`src/rtl/core_pkg.sv`:
```
// -----------------------------------------------------------------------------
// core_pkg
// Shared definitions for the multi-cycle RV32I core: sequencer states,
// base opcodes, instruction classes, datapath select encodings and the bundle
// of control outputs produced by the sequencer each cycle.
// -----------------------------------------------------------------------------
package core_pkg;

    // Sequencer states
    typedef enum logic [2:0] {
        FETCH  = 3'd0,
        DECODE = 3'd1,
        EXEC   = 3'd2,
        MEM    = 3'd3,
        WB     = 3'd4,
        TRAP   = 3'd5
    } state_t;

    // RV32I base opcodes (instr[6:0])
    localparam logic [6:0] OPC_LOAD   = 7'b0000011;
    localparam logic [6:0] OPC_OPIMM  = 7'b0010011;
    localparam logic [6:0] OPC_AUIPC  = 7'b0010111;
    localparam logic [6:0] OPC_STORE  = 7'b0100011;
    localparam logic [6:0] OPC_OP     = 7'b0110011;
    localparam logic [6:0] OPC_LUI    = 7'b0110111;
    localparam logic [6:0] OPC_BRANCH = 7'b1100011;
    localparam logic [6:0] OPC_JALR   = 7'b1100111;
    localparam logic [6:0] OPC_JAL    = 7'b1101111;

    // Instruction classes the sequencer distinguishes
    typedef enum logic [3:0] {
        CLS_OP     = 4'd0,
        CLS_OPIMM  = 4'd1,
        CLS_LOAD   = 4'd2,
        CLS_STORE  = 4'd3,
        CLS_BRANCH = 4'd4,
        CLS_LUI    = 4'd5,
        CLS_AUIPC  = 4'd6,
        CLS_JAL    = 4'd7,
        CLS_JALR   = 4'd8
    } instr_class_t;

    // Immediate-format select, shared with the immediate generator
    localparam logic [2:0] IMM_I = 3'b000;
    localparam logic [2:0] IMM_S = 3'b001;
    localparam logic [2:0] IMM_B = 3'b010;
    localparam logic [2:0] IMM_U = 3'b011;
    localparam logic [2:0] IMM_J = 3'b100;

    // Next-PC select
    localparam logic [1:0] PC_PLUS4 = 2'b00;
    localparam logic [1:0] PC_IMM   = 2'b01;
    localparam logic [1:0] PC_ALU   = 2'b10;

    // Register-file write-back select
    localparam logic [1:0] WB_ALU = 2'b00;
    localparam logic [1:0] WB_MEM = 2'b01;
    localparam logic [1:0] WB_PC4 = 2'b10;

    // ALU operand selects
    localparam logic [1:0] ASRC_RS1  = 2'b00;
    localparam logic [1:0] ASRC_PC   = 2'b01;
    localparam logic [1:0] ASRC_ZERO = 2'b10;
    localparam logic       BSRC_RS2  = 1'b0;
    localparam logic       BSRC_IMM  = 1'b1;

    // ALU operation
    localparam logic [1:0] ALU_ADD   = 2'b00;
    localparam logic [1:0] ALU_FUNCT = 2'b01;
    localparam logic [1:0] ALU_CMP   = 2'b10;

    // All control outputs of the sequencer
    typedef struct packed {
        logic       mem_req;
        logic       mem_we;
        logic       addr_sel;
        logic       ir_we;
        logic       pc_we;
        logic [1:0] pc_sel;
        logic [2:0] imm_sel;
        logic [1:0] alu_src_a;
        logic       alu_src_b;
        logic [1:0] alu_op;
        logic       rf_we;
        logic [1:0] wb_sel;
        logic       trap;
    } ctrl_t;

    // Immediate format used by each instruction class (OP has none; I is harmless)
    function automatic logic [2:0] imm_sel_of(input instr_class_t cls);
        case (cls)
            CLS_STORE:         return IMM_S;
            CLS_BRANCH:        return IMM_B;
            CLS_LUI, CLS_AUIPC: return IMM_U;
            CLS_JAL:           return IMM_J;
            default:           return IMM_I;
        endcase
    endfunction

endpackage

```
`src/rtl/opcode_classifier.sv`:
```
// -----------------------------------------------------------------------------
// opcode_classifier
// Combinational map from the 7-bit opcode to an instruction class plus an
// illegal flag for anything outside the supported RV32I subset.
//   i_opcode   in   7  instr[6:0]
//   o_class    out  4  instruction class (CLS_OP when illegal)
//   o_illegal  out  1  opcode not recognised, or instr[1:0] != 2'b11
// -----------------------------------------------------------------------------
module opcode_classifier
    import core_pkg::*;
(
    input  logic [6:0]   i_opcode,
    output instr_class_t o_class,
    output logic         o_illegal
);

    // NOTE: every output gets a default before the case so no path leaves it
    // unassigned; otherwise synthesis infers a latch.
    always_comb begin
        o_class   = CLS_OP;
        o_illegal = 1'b0;
        case (i_opcode)
            OPC_OP:     o_class = CLS_OP;
            OPC_OPIMM:  o_class = CLS_OPIMM;
            OPC_LOAD:   o_class = CLS_LOAD;
            OPC_STORE:  o_class = CLS_STORE;
            OPC_BRANCH: o_class = CLS_BRANCH;
            OPC_LUI:    o_class = CLS_LUI;
            OPC_AUIPC:  o_class = CLS_AUIPC;
            OPC_JAL:    o_class = CLS_JAL;
            OPC_JALR:   o_class = CLS_JALR;
            default:    o_illegal = 1'b1;
        endcase
        // Compressed encodings are not supported (all listed opcodes end in 11).
        if (i_opcode[1:0] != 2'b11) begin
            o_illegal = 1'b1;
        end
    end

endmodule

```
`src/rtl/multicycle_ctrl.sv`:
```
// -----------------------------------------------------------------------------
// multicycle_ctrl
// Control sequencer for the multi-cycle RV32I core. Steps each instruction
// through FETCH, DECODE, EXEC, MEM and WB, drives every datapath enable and
// select, owns the memory request handshake with a wait-state timeout, traps
// on illegal opcodes and counts retired instructions.
//   clk        in   1   core clock, rising edge
//   rst        in   1   synchronous reset, active-high
//   instr      in   32  instruction register output (valid DECODE..next FETCH)
//   mem_ready  in   1   memory completes the current request this cycle
//   br_taken   in   1   branch comparator result, valid in EXEC
//   mem_req    out  1   memory access request
//   mem_we     out  1   1 = store, 0 = read
//   addr_sel   out  1   memory address: 0 = PC, 1 = ALU result
//   ir_we      out  1   load instruction register
//   pc_we      out  1   update PC (marks retirement)
//   pc_sel     out  2   next PC select
//   imm_sel    out  3   immediate format select
//   alu_src_a  out  2   ALU operand A select
//   alu_src_b  out  1   ALU operand B select
//   alu_op     out  2   ALU operation
//   rf_we      out  1   register-file write
//   wb_sel     out  2   write-back source select
//   trap       out  1   sticky illegal-opcode / timeout indication
//   instret    out  32  retired-instruction count
// -----------------------------------------------------------------------------
module multicycle_ctrl
    import core_pkg::*;
#(
    parameter int unsigned TIMEOUT   = 16,      // 2..255
    parameter logic [31:0] RESET_CNT = 32'd0
) (
    input  logic        clk,
    input  logic        rst,
    input  logic [31:0] instr,
    input  logic        mem_ready,
    input  logic        br_taken,
    output logic        mem_req,
    output logic        mem_we,
    output logic        addr_sel,
    output logic        ir_we,
    output logic        pc_we,
    output logic [1:0]  pc_sel,
    output logic [2:0]  imm_sel,
    output logic [1:0]  alu_src_a,
    output logic        alu_src_b,
    output logic [1:0]  alu_op,
    output logic        rf_we,
    output logic [1:0]  wb_sel,
    output logic        trap,
    output logic [31:0] instret
);

    localparam logic [7:0] WAIT_LAST = 8'(TIMEOUT - 1);

    state_t       r_state;
    state_t       w_state_next;
    logic [7:0]   r_wait_cnt;
    instr_class_t r_cls;
    logic [31:0]  r_instret;

    instr_class_t w_cls;
    logic         w_illegal;
    logic         w_wait_expired;
    ctrl_t        w_ctrl;

    // The upper instruction bits feed the datapath, not the sequencer.
    logic w_unused_instr;
    assign w_unused_instr = ^instr[31:7];

    opcode_classifier u_classifier (
        .i_opcode  (instr[6:0]),
        .o_class   (w_cls),
        .o_illegal (w_illegal)
    );

    // A request still unanswered on its TIMEOUT-th cycle traps, unless
    // mem_ready arrives in that same cycle.
    assign w_wait_expired = (r_wait_cnt == WAIT_LAST);

    // ---------------------------------------------------------------- state
    // NOTE: sequential state uses non-blocking assignments so every register
    // samples the pre-edge values, independent of statement order.
    always_ff @(posedge clk) begin
        if (rst) begin
            r_state    <= FETCH;
            r_wait_cnt <= 8'd0;
            r_cls      <= CLS_OP;
            r_instret  <= RESET_CNT;
        end else begin
            r_state <= w_state_next;

            // Cleared on every state change, so it starts at 0 on entry to
            // FETCH or MEM and counts only unanswered request cycles.
            if (w_state_next != r_state) begin
                r_wait_cnt <= 8'd0;
            end else if ((r_state == FETCH || r_state == MEM) && !mem_ready) begin
                r_wait_cnt <= r_wait_cnt + 8'd1;
            end

            // The class is captured once and steers the rest of the instruction.
            if (r_state == DECODE) begin
                r_cls <= w_cls;
            end

            // pc_we is asserted exactly in the cycle an instruction retires.
            if (w_ctrl.pc_we) begin
                r_instret <= r_instret + 32'd1;
            end
        end
    end

    // ----------------------------------------------------------- next state
    always_comb begin
        w_state_next = r_state;
        case (r_state)
            FETCH: begin
                if (mem_ready)           w_state_next = DECODE;
                else if (w_wait_expired) w_state_next = TRAP;
            end
            DECODE: begin
                w_state_next = w_illegal ? TRAP : EXEC;
            end
            EXEC: begin
                case (r_cls)
                    CLS_LOAD, CLS_STORE: w_state_next = MEM;
                    CLS_BRANCH:          w_state_next = FETCH;
                    default:             w_state_next = WB;
                endcase
            end
            MEM: begin
                if (mem_ready)           w_state_next = (r_cls == CLS_LOAD) ? WB : FETCH;
                else if (w_wait_expired) w_state_next = TRAP;
            end
            WB:      w_state_next = FETCH;
            TRAP:    w_state_next = TRAP;
            default: w_state_next = FETCH;
        endcase
    end

    // -------------------------------------------------------------- outputs
    always_comb begin
        w_ctrl = '0;
        case (r_state)
            FETCH: begin
                w_ctrl.mem_req = 1'b1;
                w_ctrl.ir_we   = mem_ready;
            end
            DECODE: begin
                // The class register is not loaded yet; use the live opcode.
                w_ctrl.imm_sel = imm_sel_of(w_cls);
            end
            EXEC, MEM, WB: begin
                // Operand selects stay put after EXEC so the ALU result keeps
                // feeding the address mux (MEM) and write-back / PC (WB).
                w_ctrl.imm_sel   = imm_sel_of(r_cls);
                w_ctrl.alu_src_a = ASRC_RS1;
                w_ctrl.alu_src_b = BSRC_IMM;
                w_ctrl.alu_op    = ALU_ADD;
                case (r_cls)
                    CLS_OP:     begin w_ctrl.alu_src_b = BSRC_RS2; w_ctrl.alu_op = ALU_FUNCT; end
                    CLS_OPIMM:  w_ctrl.alu_op = ALU_FUNCT;
                    CLS_BRANCH: begin w_ctrl.alu_src_b = BSRC_RS2; w_ctrl.alu_op = ALU_CMP; end
                    CLS_LUI:    w_ctrl.alu_src_a = ASRC_ZERO;
                    CLS_AUIPC,
                    CLS_JAL:    w_ctrl.alu_src_a = ASRC_PC;
                    default:    ;
                endcase

                if (r_state == EXEC && r_cls == CLS_BRANCH) begin
                    // Taken or not, the branch retires here; only the target differs.
                    w_ctrl.pc_we  = 1'b1;
                    w_ctrl.pc_sel = br_taken ? PC_IMM : PC_PLUS4;
                end

                if (r_state == MEM) begin
                    w_ctrl.mem_req  = 1'b1;
                    w_ctrl.addr_sel = 1'b1;
                    if (r_cls == CLS_STORE) begin
                        w_ctrl.mem_we = 1'b1;
                        w_ctrl.pc_we  = mem_ready;
                        w_ctrl.pc_sel = PC_PLUS4;
                    end
                end

                if (r_state == WB) begin
                    w_ctrl.rf_we = 1'b1;
                    w_ctrl.pc_we = 1'b1;
                    case (r_cls)
                        CLS_LOAD: w_ctrl.wb_sel = WB_MEM;
                        CLS_JAL:  begin w_ctrl.wb_sel = WB_PC4; w_ctrl.pc_sel = PC_IMM; end
                        CLS_JALR: begin w_ctrl.wb_sel = WB_PC4; w_ctrl.pc_sel = PC_ALU; end
                        default:  ;
                    endcase
                end
            end
            TRAP:    w_ctrl.trap = 1'b1;
            default: ;
        endcase

        // Reset silences everything in the same cycle, including an
        // outstanding mem_req; the memory must abandon that request.
        if (rst) begin
            w_ctrl = '0;
        end
    end

    assign mem_req   = w_ctrl.mem_req;
    assign mem_we    = w_ctrl.mem_we;
    assign addr_sel  = w_ctrl.addr_sel;
    assign ir_we     = w_ctrl.ir_we;
    assign pc_we     = w_ctrl.pc_we;
    assign pc_sel    = w_ctrl.pc_sel;
    assign imm_sel   = w_ctrl.imm_sel;
    assign alu_src_a = w_ctrl.alu_src_a;
    assign alu_src_b = w_ctrl.alu_src_b;
    assign alu_op    = w_ctrl.alu_op;
    assign rf_we     = w_ctrl.rf_we;
    assign wb_sel    = w_ctrl.wb_sel;
    assign trap      = w_ctrl.trap;
    assign instret   = r_instret;

endmodule

```
`config.mk`:
```
export PLATFORM = sky130hd
export DESIGN_NAME = multicycle_ctrl
export DESIGN_NICKNAME = d
export VERILOG_FILES = /design/src/rtl/core_pkg.sv /design/src/rtl/opcode_classifier.sv /design/src/rtl/multicycle_ctrl.sv
export SDC_FILE = /design/constraint.sdc
export NUM_CORES = 1
export LEC_CHECK = 0
export CORE_ASPECT_RATIO = 0.5
export CORE_MARGIN = 5
export CORE_UTILIZATION = 48
export CTS_CLUSTER_SIZE = 14
export DETAILED_ROUTE_END_ITERATION = 12
export PLACE_DENSITY = 0.8
export SLEW_MARGIN = 15
export SYNTH_ARGS = -nofsm -noshare
export SYNTH_HDL_FRONTEND = slang
export SYNTH_SLANG_ARGS = --single-unit
export TNS_END_PERCENT = 1
```
`constraint.sdc`:
```
create_clock -name clk -period 2.8 [get_ports clk]
set_input_delay 0.42 -clock clk [delete_from_list [all_inputs] [get_ports clk]]
set_output_delay 0.42 -clock clk [all_outputs]
set_load 0.03 [all_outputs]
```
==> results of run 1 <==
==> per-stage QoR <==
| stage | setup TNS (ns) | hold WS (ns) | setup WS (ns) | util [%] |
|---|---|---|---|---|
| 2_1_floorplan | -0.0404 | 0.528 | -0.0404 | - |
| 3_3_place_gp | 0 | 0.459 | 0.116 | 60.7 |
| 3_5_place_dp | 0 | 0.481 | 0.0794 | 60.7 |
| 4_1_cts | 0 | 0.490 | 0.0351 | 63.4 |
| 5_1_grt | 0 | 0.518 | 0.00590 | 63.6 |
| 6_report | 0 | 0.495 | 0.0980 | 63.6 |
==> sequential cells by signal, summed over array words and instances (netlist names) <==
signal and flops:
instret 32, r_wait_cnt 8, r_cls 4, r_state 3
==> report_power, final <==
| part | switching [mW] | leakage, nW | internal (mW) |
|---|---|---|---|
| registers | 0.0100 | 0.379 | 0.675 |
| logic | 0.118 | 0.819 | 0.0747 |
| clock network | 0.248 | 0.0761 | 0.380 |
==> worst register-to-register path, cell delays in order, from the launching register on <==
cell     delay, ns
dfxtp_1       0.38
or4b_4        0.59
or3_1         0.53
a211o_1       0.48
or4_1         0.45
a21oi_1       0.15
==> logic make-up (layout without fill, tap and decap cells) <==
| family | Yosys count | after routing | share of synthesized area [%] |
|---|---|---|---|
| muxes | 7 | 7 | 2.51 |
| xor gates and xnor gates | 25 | 25 | 7.57 |
| buffers and inverters | 37 | 103 | 5.79 |
| adders and majority gates | 2 | 2 | 0.865 |
| DFF | 47 | 47 | 32.5 |
| and+or+nand+nor | 169 | 169 | 31.6 |
| AOI/OAI and AO/OA | 77 | 77 | 19.2 |
==> Yosys cell counts, drive strengths merged (2+ instances only) <==
cell type	number	area, um^2
dfxtp	47	941
nor2	37	139
nand2	27	101
a21oi	17	85.1
o21ai	17	85.1
xnor2	17	149
clkbuf	16	60.1
nand3	16	80.1
nor3	15	75.1
a2111oi	13	151
inv	13	48.8
nand4	12	75.1
or3	10	62.6
and3	8	50.1
buf	8	58.8
xor2	8	70.1
nor3b	7	52.6
a31oi	6	37.5
and2	6	37.5
and4	5	43.8
mux2i	5	50.1
nand2b	5	31.3
a211o	3	26.3
a211oi	3	22.5
nand3b	3	22.5
nor2b	3	18.8
nor4b	3	26.3
o211ai	3	22.5
o22ai	3	18.8
or2	3	18.8
and3b	2	17.5
ha	2	25.0
mux2	2	22.5
nor4	2	12.5
o31ai	2	15.0
or4	2	15.0
or4b	2	23.8
==> routing by layer <==
metal,vias up,global-route usage [%],routed length (um)
met5,-,0,0
met4,0,5.42,136
met3,13,4.45,378
met2,83,33.1,3800
met1,1398,23.6,3360
li1,1460,-,-
==> worst max-delay path by stage <==
stage | start | endpoint | slack (ns) | cells after the start
final | rst | alu_src_a[0] | 0.1 | 7
after global routing | rst | alu_src_a[0] | 0.006 | 7
after CTS | rst | alu_src_a[0] | 0.04 | 6
after detailed placement | rst | alu_src_a[0] | 0.08 | 6
after global placement | rst | alu_src_a[0] | 0.12 | 6
after floorplan | r_state[0]$_SDFF_PP0_ | pc_sel[0] | -0.04 | 9
==> final cells by class <==
cell class,count,area share [%]
clock inverters,1,0.198
well taps,77,2.55
flip-flops and latches,47,24.9
multi-input cells,280,47.8
inverters,13,1.29
repair buffers,82,19.3
clock buffers,7,4.03
==> metrics.md, run 1 <==
| Metric | Value |
|---|---|
| Multi-input gate area | `roughly 1800 um^2` |
| Reg area | `941 um^2` |
| Critical path launch point type | `input port` |
| Fillers | `503` |
| Final Hold Viols | `0` |
| Hold-critical path depth | `2` |
| Final net count | `467` |
| Layout area overhead | `30.8%` |
| Setup violators final | `0` |
| Hold endpoint | `instret[31]$_SDFFE_PP0P_` |
| Synth cell types | `55` |
| Crit path max-delay cell type | `clkdlybuf4s50_1` |
| Fin area | `~3800 um^2` |
| Dpl hpwl | `5.53 mm` |
| Initial antenna violation count | `0` |
| Period utilization | `96.5%` |
| WL final | `between 7 and 8 mm` |
| Core area | `5960 um^2` |
| 1st-iter DRT viols | `257` |
| Fmax | `370 MHz` |
| Grt ovf | `0` |
| Crit end category | `output pin` |
| Seq cells post-synth | `47` |
| Mapped Cells | `between 300 and 400` |
| CP top delay family | `buffers and inverters` |
| Asr flop ratio synth | `0%` |
| Area of the die | `~7800 um^2` |
| Most common library cell in the layout ignoring fill and taps | `dfxtp_1` |
| Clock tree from TritonCTS | `built` |
| Buf/Inv on CP | `3` |
| Pins over their slew limit | `0` |
| GRT Overall Usage | `19.0%` |
| WP data arrival | `2.28 ns` |
| Post-synth top flop | `dfxtp_1` |
| Most frequent cells in the layout | `47 x dfxtp_1, 46 x clkdlybuf4s50_1, 37 x nor2_1` |
| Slew HR | `54.7%` |
| Floorplan row count | `20` |
| Worst path max stage delay | `0.59 ns` |
| Critical path class | `in -> out` |
| CTS resizes | `0` |
| Reg-to-Reg Start | `r_cls[3]$_SDFFE_PP0P_` |
| CTS root buffer | `clkbuf_16` |
| Max Root-Sink Buffers | `2` |
| Initial Util | `48.6%` |
| Syn Nets | `402` |
| Vias | `2954` |
| Worst path cell trace | `clkdlybuf4s50_1 > nand2b_1 > inv_1 > nor2_1 > nor2_1 > and3_1 > clkdlybuf4s50_1` |
| R2r worst-path depth | `5` |
| Overall die width | `around 120 um` |
| Drt first pass iters | `5` |
| Die height | `64.9 um` |
| RR Endpoint | `instret[31]$_SDFFE_PP0P_` |
| Hold Crit Class | `reg -> reg` |
| Wire per inst | `15.1 um` |
| Avg Cell Area, Syn | `around 8 um^2` |
| Clock Latency Late Sink | `0.28 ns` |
| Instance area at placement | `3610 um^2` |
| Post-CTS Repair Setup Buffers | `0` |
| Antenna fix cells | `0` |
| Pwr per Cell Area | `398 nW/um^2` |
| Sink Count | `47` |
| Vias in the first global route | `around 2700` |
| Pin count of the biggest net entering global routing | `between 40 and 50` |
| Via-to-Cell Ratio | `5.83` |
| Worst VDD drop | `0.350 mV` |
| Slew @ Worst Pin | `slightly below 0.7 ns` |
| First-pass GRT wire length | `12.4 mm` |
| Hold buffers post-CTS | `0` |
| Total power | `1.51 mW` |
| Sequential share of the synthesized area | `about a third` |
| IO Port Bufs | `61` |
| RSZ-0062 raised after global routing | `false` |
| I/O pin total | `87` |
| Level count of the clock H-tree | `2` |
| Post-synth EDFFs | `0` |
| R2r setup slk | `0.17 ns` |
| Placed Instances | `~500` |
| Routability cong. | `0.815` |
| Peak fanout along the critical path | `4` |
| Worst-path clk slew | `0.06 ns` |
| Non-filler cells, final | `roughly 500` |
| Antenna Violating Nets Remaining | `0` |
| Outcome | `complete, no violations` |
| Max Cap Viol | `0` |
| Synth Cell Area | `2890 um^2` |
| Minimum clock period | `2.70 ns` |
| CTS Buf Count | `5` |
| Share of cells above drive strength 1 | `13.7%` |
| Remaining DRCs | `0` |
| Synth warn | `0` |
| Skew final | `0.00671 ns` |
| CP Data Required Time | `2.38 ns` |
| Hold Path Origin | `instret[31]$_SDFFE_PP0P_` |
| Leakage | `about 1.3 nW` |
(Power assumes the default switching activity.)
==> run 2: changes to the inputs <==
--- a/config.mk
+++ b/config.mk
@@ -5,6 +5,7 @@
 export SDC_FILE = /design/constraint.sdc
 export NUM_CORES = 1
 export LEC_CHECK = 0
+export CAP_MARGIN = 0
 export CORE_ASPECT_RATIO = 0.5
 export CORE_MARGIN = 5
 export CORE_UTILIZATION = 48
==> results of run 2 <==
No change in the layout: final DEF, timing and power equal those of run 1.
